### src/rtl/quad_enc_pkg.sv
// Shared types and the Gray-code direction decode for the quadrature encoder bank.
// Used by quad_enc_channel; no build options live here.
package quad_enc_pkg;

    typedef logic [1:0] qstate_t;  // {A,B}

    localparam qstate_t QSTATE_IDLE = 2'b11;

    typedef enum logic [1:0] {
        QDIR_NONE = 2'd0,
        QDIR_UP   = 2'd1,
        QDIR_DN   = 2'd2,
        QDIR_ERR  = 2'd3
    } qdir_t;

    // Forward order is 00 -> 01 -> 11 -> 10 -> 00; any other single-bit change is reverse.
    function automatic qdir_t qdir(input qstate_t prev, input qstate_t cur);
        qdir_t d;
        d = QDIR_NONE;
        if ((prev ^ cur) == 2'b11) begin
            d = QDIR_ERR;
        end else if (prev != cur) begin
            case ({prev, cur})
                4'b00_01, 4'b01_11, 4'b11_10, 4'b10_00: d = QDIR_UP;
                default:                                d = QDIR_DN;
            endcase
        end
        return d;
    endfunction

endpackage

### src/rtl/quad_enc_channel.sv
// One encoder channel: 2-flop synchroniser, optional debounce filter, 1x/4x decoder, bounded counter.
// Define QUAD_ENC_DEBOUNCE_EN to build the per-pin debounce filter; otherwise the filter is a wire.
module quad_enc_channel
    import quad_enc_pkg::*;
#(
    parameter int          WIDTH      = 16,
    parameter int          X4         = 0,
    parameter int unsigned MIN_VAL    = 0,
    parameter int unsigned MAX_VAL    = 2**WIDTH - 1,
    parameter int          WRAP       = 1,
    parameter int          DEB_CYCLES = 1000
) (
    input  logic             clk,
    input  logic             reset,
    input  logic             a,
    input  logic             b,
    input  logic             clear,
    output logic [WIDTH-1:0] value,
    output logic             step_up,
    output logic             step_dn,
    output logic             err
);

    localparam logic [WIDTH-1:0] MIN_V = WIDTH'(MIN_VAL);
    localparam logic [WIDTH-1:0] MAX_V = WIDTH'(MAX_VAL);

    qstate_t sync1, sync2, filt, prev;
    qdir_t   dir;

    // Reset to idle-high so the first post-reset cycle never looks like an edge.
    always_ff @(posedge clk) begin
        if (reset) begin
            sync1 <= QSTATE_IDLE;
            sync2 <= QSTATE_IDLE;
        end else begin
            sync1 <= {a, b};
            sync2 <= sync1;
        end
    end

`ifdef QUAD_ENC_DEBOUNCE_EN
    localparam int DW = $clog2(DEB_CYCLES + 1);
    localparam logic [DW-1:0] DEB_LOAD = DW'(DEB_CYCLES - 1);

    logic [DW-1:0] deb_cnt [2];

    // Down-counter per pin; output flips on the DEB_CYCLES-th consecutive differing cycle.
    always_ff @(posedge clk) begin
        if (reset) begin
            filt <= QSTATE_IDLE;
            for (int i = 0; i < 2; i++) deb_cnt[i] <= DEB_LOAD;
        end else begin
            for (int i = 0; i < 2; i++) begin
                if (sync2[i] == filt[i]) begin
                    deb_cnt[i] <= DEB_LOAD;
                end else if (deb_cnt[i] == '0) begin
                    filt[i]    <= sync2[i];
                    deb_cnt[i] <= DEB_LOAD;
                end else begin
                    deb_cnt[i] <= deb_cnt[i] - 1'b1;
                end
            end
        end
    end
`else
    assign filt = sync2;
`endif

    always_comb begin
        dir = QDIR_NONE;
        if (X4 != 0) begin
            dir = qdir(prev, filt);
        end else if (!prev[1] && filt[1]) begin
            dir = filt[0] ? QDIR_UP : QDIR_DN;
        end
    end

    // Clear takes priority over any event in the same cycle and swallows its pulse.
    always_ff @(posedge clk) begin
        if (reset) begin
            prev    <= QSTATE_IDLE;
            value   <= MIN_V;
            step_up <= 1'b0;
            step_dn <= 1'b0;
            err     <= 1'b0;
        end else begin
            prev    <= filt;
            step_up <= 1'b0;
            step_dn <= 1'b0;
            err     <= 1'b0;
            if (clear) begin
                value <= MIN_V;
            end else begin
                case (dir)
                    QDIR_UP: begin
                        step_up <= 1'b1;
                        if (value == MAX_V) value <= (WRAP != 0) ? MIN_V : value;
                        else                value <= value + 1'b1;
                    end
                    QDIR_DN: begin
                        step_dn <= 1'b1;
                        if (value == MIN_V) value <= (WRAP != 0) ? MAX_V : value;
                        else                value <= value - 1'b1;
                    end
                    QDIR_ERR: err <= 1'b1;
                    default:  ;
                endcase
            end
        end
    end

endmodule

### src/rtl/quad_encoder_bank.sv
// N_CH independent quadrature decoders with packed counter output.
// Build option QUAD_ENC_DEBOUNCE_EN enables the per-pin debounce filter in each channel.
module quad_encoder_bank
    import quad_enc_pkg::*;
#(
    parameter int          N_CH       = 2,
    parameter int          WIDTH      = 16,
    parameter int          X4         = 0,
    parameter int unsigned MIN_VAL    = 0,
    parameter int unsigned MAX_VAL    = 2**WIDTH - 1,
    parameter int          WRAP       = 1,
    parameter int          DEB_CYCLES = 1000
) (
    input  logic                  clk,
    input  logic                  reset,
    input  logic [N_CH-1:0]       a,
    input  logic [N_CH-1:0]       b,
    input  logic [N_CH-1:0]       clear,
    output logic [N_CH*WIDTH-1:0] value,
    output logic [N_CH-1:0]       step_up,
    output logic [N_CH-1:0]       step_dn,
    output logic [N_CH-1:0]       err
);

    for (genvar i = 0; i < N_CH; i++) begin : g_ch
        quad_enc_channel #(
            .WIDTH      (WIDTH),
            .X4         (X4),
            .MIN_VAL    (MIN_VAL),
            .MAX_VAL    (MAX_VAL),
            .WRAP       (WRAP),
            .DEB_CYCLES (DEB_CYCLES)
        ) u_ch (
            .clk     (clk),
            .reset   (reset),
            .a       (a[i]),
            .b       (b[i]),
            .clear   (clear[i]),
            .value   (value[i*WIDTH +: WIDTH]),
            .step_up (step_up[i]),
            .step_dn (step_dn[i]),
            .err     (err[i])
        );
    end

endmodule

### config.mk
export PLATFORM = sky130hd
export DESIGN_NAME = quad_encoder_bank
export DESIGN_NICKNAME = d
export VERILOG_FILES = /design/src/rtl/quad_enc_pkg.sv /design/src/rtl/quad_enc_channel.sv /design/src/rtl/quad_encoder_bank.sv
export SDC_FILE = /design/constraint.sdc
export NUM_CORES = 1
export LEC_CHECK = 0
export BUFFER_PORTS_ARGS = -buffer_cell sky130_fd_sc_hd__buf_2
export CORE_UTILIZATION = 30
export DETAILED_ROUTE_END_ITERATION = 16
export PLACE_DENSITY = 0.54
export RECOVER_POWER = 25
export SYNTH_ARGS = -nofsm -noshare
export SYNTH_HDL_FRONTEND = slang
export SYNTH_SLANG_ARGS = --single-unit
### constraint.sdc
create_clock -name clk -period 2 [get_ports clk]
set_input_delay 0.1 -clock clk [delete_from_list [all_inputs] [get_ports clk]]
set_output_delay 0.1 -clock clk [all_outputs]
set_load 0.01 [all_outputs]
### Word-level counts from Yosys, hierarchy flattened

Index checks and enable logic that the tools add are counted.

* reduce and logical (&&, ||, !) cells: 10
* add/subtract/negate cells: 4
* equality and inequality tests: 8
* muxes and demuxes: 16

Operators by type and width (number)
* $mux 16: 4
* $pmux 16 s2: 2
* $add 16x1->16 const B: 2
* $eq 16x16->1 const B: 2
* $logic_not 16->1: 2
* $sub 16x1->16 const B: 2
* $eq 2x2->1 const B: 4
* $mux 2: 4
* $mux 1: 6
* $eq 2x1->1 const B: 2
* $reduce_bool 2->1: 2
* $reduce_or 2->1: 2
* $logic_and 1x1->1: 2
* $logic_not 1->1: 2

* input port bits: 8
* output and inout port bits: 38
* word-level logic and storage cells: 52
* register bits after elaboration: 50

### Longest topological paths before layout

* word-level depth: 5
* gate-level depth with buffers: 9
* gate-level depth less buffers: 7

### Modules after synthesis

Synthesis repeated with hierarchy kept, for this count alone.

* cells, all modules: 450
* area, all modules: 3498.4 um2

Modules (own cells, without submodules)
* quad_enc_channel: seq. area each 480.5 um2, times used 2, area each 1749.2 um2, cells an instance 225

### Worst setup path after synthesis

Ideal clock, no wire load.

* path type: register -> register
* from: reg g_ch[1].u_ch.value[9]
* to: reg g_ch[1].u_ch.value[0]
* path buffers: 2
* cell stages (with the launch flop): 8
* setup time: 0.091 ns
* slack: -0.130 ns
* arrival: 2.039 ns
* required time: 1.909 ns
* path through: dfxtp_1 buf_6 or4_4 or4_4 nor2_4 buf_6 nand2_1 a311oi_1

* cells in the longest elaborated chain, start to end: 3
* elaborated cells on any way between the ends: 5
* those cells by class: eq/ne (1); mux (3); reduce/logical (1)

RTL lines
* from (decl): RTL line quad_enc_channel.sv:18 `output logic [WIDTH-1:0] value,`
* from (signal assigned): RTL line quad_enc_channel.sv:97 `if (value == MAX_V) value <= (WRAP != 0) ? MIN_V : value;`
* from (signal assigned): RTL line quad_enc_channel.sv:98 `else value <= value + 1'b1;`
* from (signal assigned): RTL line quad_enc_channel.sv:102 `if (value == MIN_V) value <= (WRAP != 0) ? MAX_V : value;`
* $eq 16x16->1 or $logic_not 16->1 (tied branches): RTL line quad_enc_channel.sv:97, quad_enc_channel.sv:102
* $mux 16 (on tied branches): RTL line quad_enc_channel.sv:97, quad_enc_channel.sv:102
* $pmux 16 s2 *: RTL line quad_enc_channel.sv:94 `case (dir)`

Mark *: on every way between the ends. The rest lies on a longest branch, timed or not.
A chain may end at the register's enable or synchronous reset.

### Worst setup path after layout

* from: reg g_ch[1].u_ch.value[8]
* to: reg g_ch[1].u_ch.value[6]

The elaborated chain is that of the path after synthesis.

==> run_results.csv <==
group,metric,value,unit
outcome,run_status,"finished clean",
timing,fin_crit_sh,0.998,
timing,slew_viol_final,0,
clock_network,clkLatencyLatePin,300,ps
floorplanning,core,10900,µm²
hold_path,timing.hold.worst_endpoint,"g_ch[0].u_ch.value[9]",
floorplanning,floorplan.die.height,108,µm
logic_synthesis,post_synth_main_area_contributors,"sky130_fd_sc_hd__dfxtp_1 29%, sky130_fd_sc_hd__a21oi_1 4.9%, sky130_fd_sc_hd__clkbuf_1 3.7%",
route,routed_via_density,5.71,
critical_path,critical-path-max-stage-delay,540,ps
finish,final_common_cell,"sky130_fd_sc_hd__buf_4",
route,antenna_left,0,
critical_path,crit_path_frequent_cell,"sky130_fd_sc_hd__or4_4",
timing,tns,0,ps
finish,fin_nets,534,
placement,dp_hpwl,7670,µm
critical_path,critical_path_data_required_time,2200,ps
floorplanning,ioPinCount,46,
finish,syn_to_final_growth,24.6,%
route,totalWireLength,10700,µm
global_routing,grt_pass1_wl,16800,µm
logic_synthesis,yosys.cell_types.count,66,
finish,filler_cell_count,1159,
floorplanning,rows,38,
power_and_ir_drop,intPower,0.00132,W
floorplanning,die_w,108,µm
global_routing,via_count_of_the_first_global_routing_pass,3376,
finish,layout_common_cells,"57 x sky130_fd_sc_hd__buf_4, 44 x sky130_fd_sc_hd__dfxtp_1, 39 x sky130_fd_sc_hd__buf_2, 33 x sky130_fd_sc_hd__nand2_1, 32 x sky130_fd_sc_hd__a21oi_1",
logic_synthesis,postSynthAreaPerCell,7.44,µm²
critical_path,reg2reg_from,"g_ch[1].u_ch.value[8]",
timing,fmaxAchievable,0.501,GHz
clock_network,ctsLongestPathBuffers,2,
placement,placement.io_buffers,45,
finish,antennaDiodeCount,0,
power_and_ir_drop,p_comb_frac,0.154,
timing,grt_setup_unrepaired,"true",
logic_synthesis,syn-cell-area,3360,µm²
route,wl_per_cell,16.2,µm
route,dr.first_iter.drc_count,335,
critical_path,path_cells,"or4_4 -> or4_4 -> nor2_4 -> nor4_1 -> a2111oi_1",
critical_path,critical_path_fanouts_max,5,
critical_path,worst_path_dominant_cell_family,"simple AND/OR/NAND/NOR gates",
power_and_ir_drop,power_density,436,nW/µm²
hold_path,timing.hold.worst_path_depth,3,
power_and_ir_drop,switching_share,0.276,
logic_synthesis,async_flop_share,0,
floorplanning,die_area,11600,µm²
clock_network,ctsRootBufferMaster,"sky130_fd_sc_hd__clkbuf_8",
logic_synthesis,synth.top_cell.area_share,0.286,
clock_network,cts_htree_levels,2,
clock_network,cts_tree,"built",
timing,worstMarginPinSlew,673,ps
global_routing,grt_max_degree,18,
logic_synthesis,synth-seq-cells,48,
global_routing,grt_antenna_before_repair,0,
timing,finalHoldViolations,0,
critical_path,cpMaxStageDelayCell,"sky130_fd_sc_hd__or4_4",
hold_path,timing.hold.worst.class,"in2reg",
timing,worst_clock_skew,14.6,ps
timing,relSlewSlack,0.551,
route,detailroute.via_count,3754,
critical_path,criticalPathCategory,"reg2reg",
logic_synthesis,yosys_warnings,0,
logic_synthesis,ys_dominant_reg_cell,"sky130_fd_sc_hd__dfxtp_1",
global_routing,grt_util_all_layers,0.182,
critical_path,reg2reg_depth,5,
critical_path,crit_path_end_kind,"flop",
finish,utilization,0.384,
floorplanning,floorplan.initialDensity,0.308,
timing,setup_viol_count_final,0,
critical_path,critical_path_buf_inv_count,0,
flow_run,cap_violations,0,
critical_path,worst-r2r-setup-slack,3,ps
power_and_ir_drop,p_switching,0.000503,W
route,drt_pass1_iterations,4,
power_and_ir_drop,share_clk_of_total_power,0.307,
route,drc,0,
timing,final.min_clock_period,2000,ps
clock_network,numClockSinks,48,
placement,preCtsSetupSlack,9.85,ps
power_and_ir_drop,max-vdd-ir-drop,321,µV
timing,finalHoldWorstSlack,142,ps
logic_synthesis,yosysSeqAreaShare,0.286,
logic_synthesis,number_of_enable_type_register_cells_in_the_synthesized_netlist,0,
logic_synthesis,synthDominantAreaCellType,"sky130_fd_sc_hd__dfxtp_1",
critical_path,startpoint_type,"flop",
critical_path,critical_path_arrival,2200,ps
clock_network,path_clk_slew,100,ps
hold_path,hp-start,"clear[0]",
logic_synthesis,postSynthCellCount,451,
power_and_ir_drop,power_frac_seq,0.539,
critical_path,timing.rr.end,"g_ch[1].u_ch.value[6]",
timing,postLayoutSetupSlackWorst,3.00,ps
finish,drive_gt1_frac,0.284,
clock_network,tritoncts.num_buffers,5,
power_and_ir_drop,p_leak,1.67,nW
global_routing,grt.overflow.total,0,
placement,globalplace.congestion,0.869,
-- cells by family after synthesis --
group,after synthesis,share of synthesized area
AND/OR/NAND/NOR,199,0.328
buffers and inverters,58,0.0794
adder cells (fa/ha/maj),6,0.0224
other,1,0.00112
XOR/XNOR,11,0.0287
flip-flops,48,0.286
multiplexers,2,0.00597
AO/OA/AOI/OAI,126,0.248
-- per-layer routing --
layer,up-vias,routed length [µm],part of all wire,GRT usage
met5,-,0,0,0
met4,0,137,0.013,0.0558
met3,10,659,0.062,0.0291
met2,144,4800,0.45,0.288
met1,1786,5070,0.48,0.252
li1,1814,-,-,-
-- final cells by class --
cell class / count / area [µm²] / share of cell area
tap: 140 / 175 / 0.0419
sequential: 48 / 966 / 0.231
inverter: 11 / 41.3 / 0.00987
timing repair buffer: 108 / 708 / 0.169
multi-input combinational: 346 / 2220 / 0.531
clock buffer: 5 / 68.8 / 0.0165
-- registers in the layout, indices dropped and copies added, names as in the netlist --
name               flops
g_ch.u_ch.value       32
g_ch.u_ch.filt         4
g_ch.u_ch.sync1        4
g_ch.u_ch.err          2
g_ch.u_ch.prev         2
g_ch.u_ch.step_dn      2
g_ch.u_ch.step_up      2
-- synthesized netlist by cell type (4+ instances only) --
master and number:
sky130_fd_sc_hd__inv_1 11, sky130_fd_sc_hd__a31oi_1 19, sky130_fd_sc_hd__nor3_1 20, sky130_fd_sc_hd__nor2_1 30
sky130_fd_sc_hd__a311oi_1 4, sky130_fd_sc_hd__o21ai_0 20, sky130_fd_sc_hd__nand3_1 23, sky130_fd_sc_hd__dfxtp_1 48
sky130_fd_sc_hd__or2_2 15, sky130_fd_sc_hd__ha_1 6, sky130_fd_sc_hd__or3_1 9, sky130_fd_sc_hd__xnor2_1 6
sky130_fd_sc_hd__o211ai_1 6, sky130_fd_sc_hd__buf_4 6, sky130_fd_sc_hd__o31a_1 4, sky130_fd_sc_hd__nor3b_1 4
sky130_fd_sc_hd__nor4_1 14, sky130_fd_sc_hd__clkbuf_1 33, sky130_fd_sc_hd__nand4_1 11, sky130_fd_sc_hd__nand2_1 33
sky130_fd_sc_hd__nand2b_1 8, sky130_fd_sc_hd__xor2_1 5, sky130_fd_sc_hd__and3_1 10, sky130_fd_sc_hd__a21oi_1 33
-- through the flow --
step                      instance area [µm²]  cells  power, W
final                                    4180    658   0.00182
after global routing                     4180    658   0.00190
after CTS                                4100    657   0.00183
after detailed placement                 3990    648   0.00126
after global placement                   3990    648   0.00126
after floorplan                          3390    452   0.00117
-- worst max-delay path by stage --
stage / startpoint / endpoint / cells after the start
after floorplan: g_ch[1].u_ch.value[0] / g_ch[1].u_ch.value[12] / 9
after global placement: g_ch[1].u_ch.value[7] / g_ch[1].u_ch.value[5] / 5
after detailed placement: g_ch[1].u_ch.value[7] / g_ch[1].u_ch.value[3] / 6
after CTS: g_ch[1].u_ch.value[7] / g_ch[1].u_ch.value[3] / 6
after global routing: g_ch[1].u_ch.value[7] / g_ch[1].u_ch.value[6] / 5
final: g_ch[1].u_ch.value[8] / g_ch[1].u_ch.value[6] / 5
-- power groups by stage --
stage	Clock, W	Combinational [W]	Sequential, W
floorplan	0	0.000169	0.00101
global placement	0	0.000259	0.00101
detailed placement	0	0.000258	0.00101
CTS	0.000585	0.000265	0.000984
global route	0.000611	0.000303	0.000987
finish	0.000560	0.000280	0.000984
-- repair_timing --
item | 4_1_cts | 5_1_grt
buffers inserted | 0 | 1
pin swaps | 1 | 7
endpoints found under the hold margin | 4 | 0
hold buffers | 4 | 0
setup endpoints to repair | 6 | 24
gates resized for setup | 1 | 21
-- worst register-to-register path, delay by kind of cell, from the launching register on --
kind             cells  cell delay, ps
AND/OR/NAND/NOR      4            1260
flip-flops           1             330
AO/OA/AOI/OAI        1             310
No activity file was read; power rests on OpenSTA's default activity.
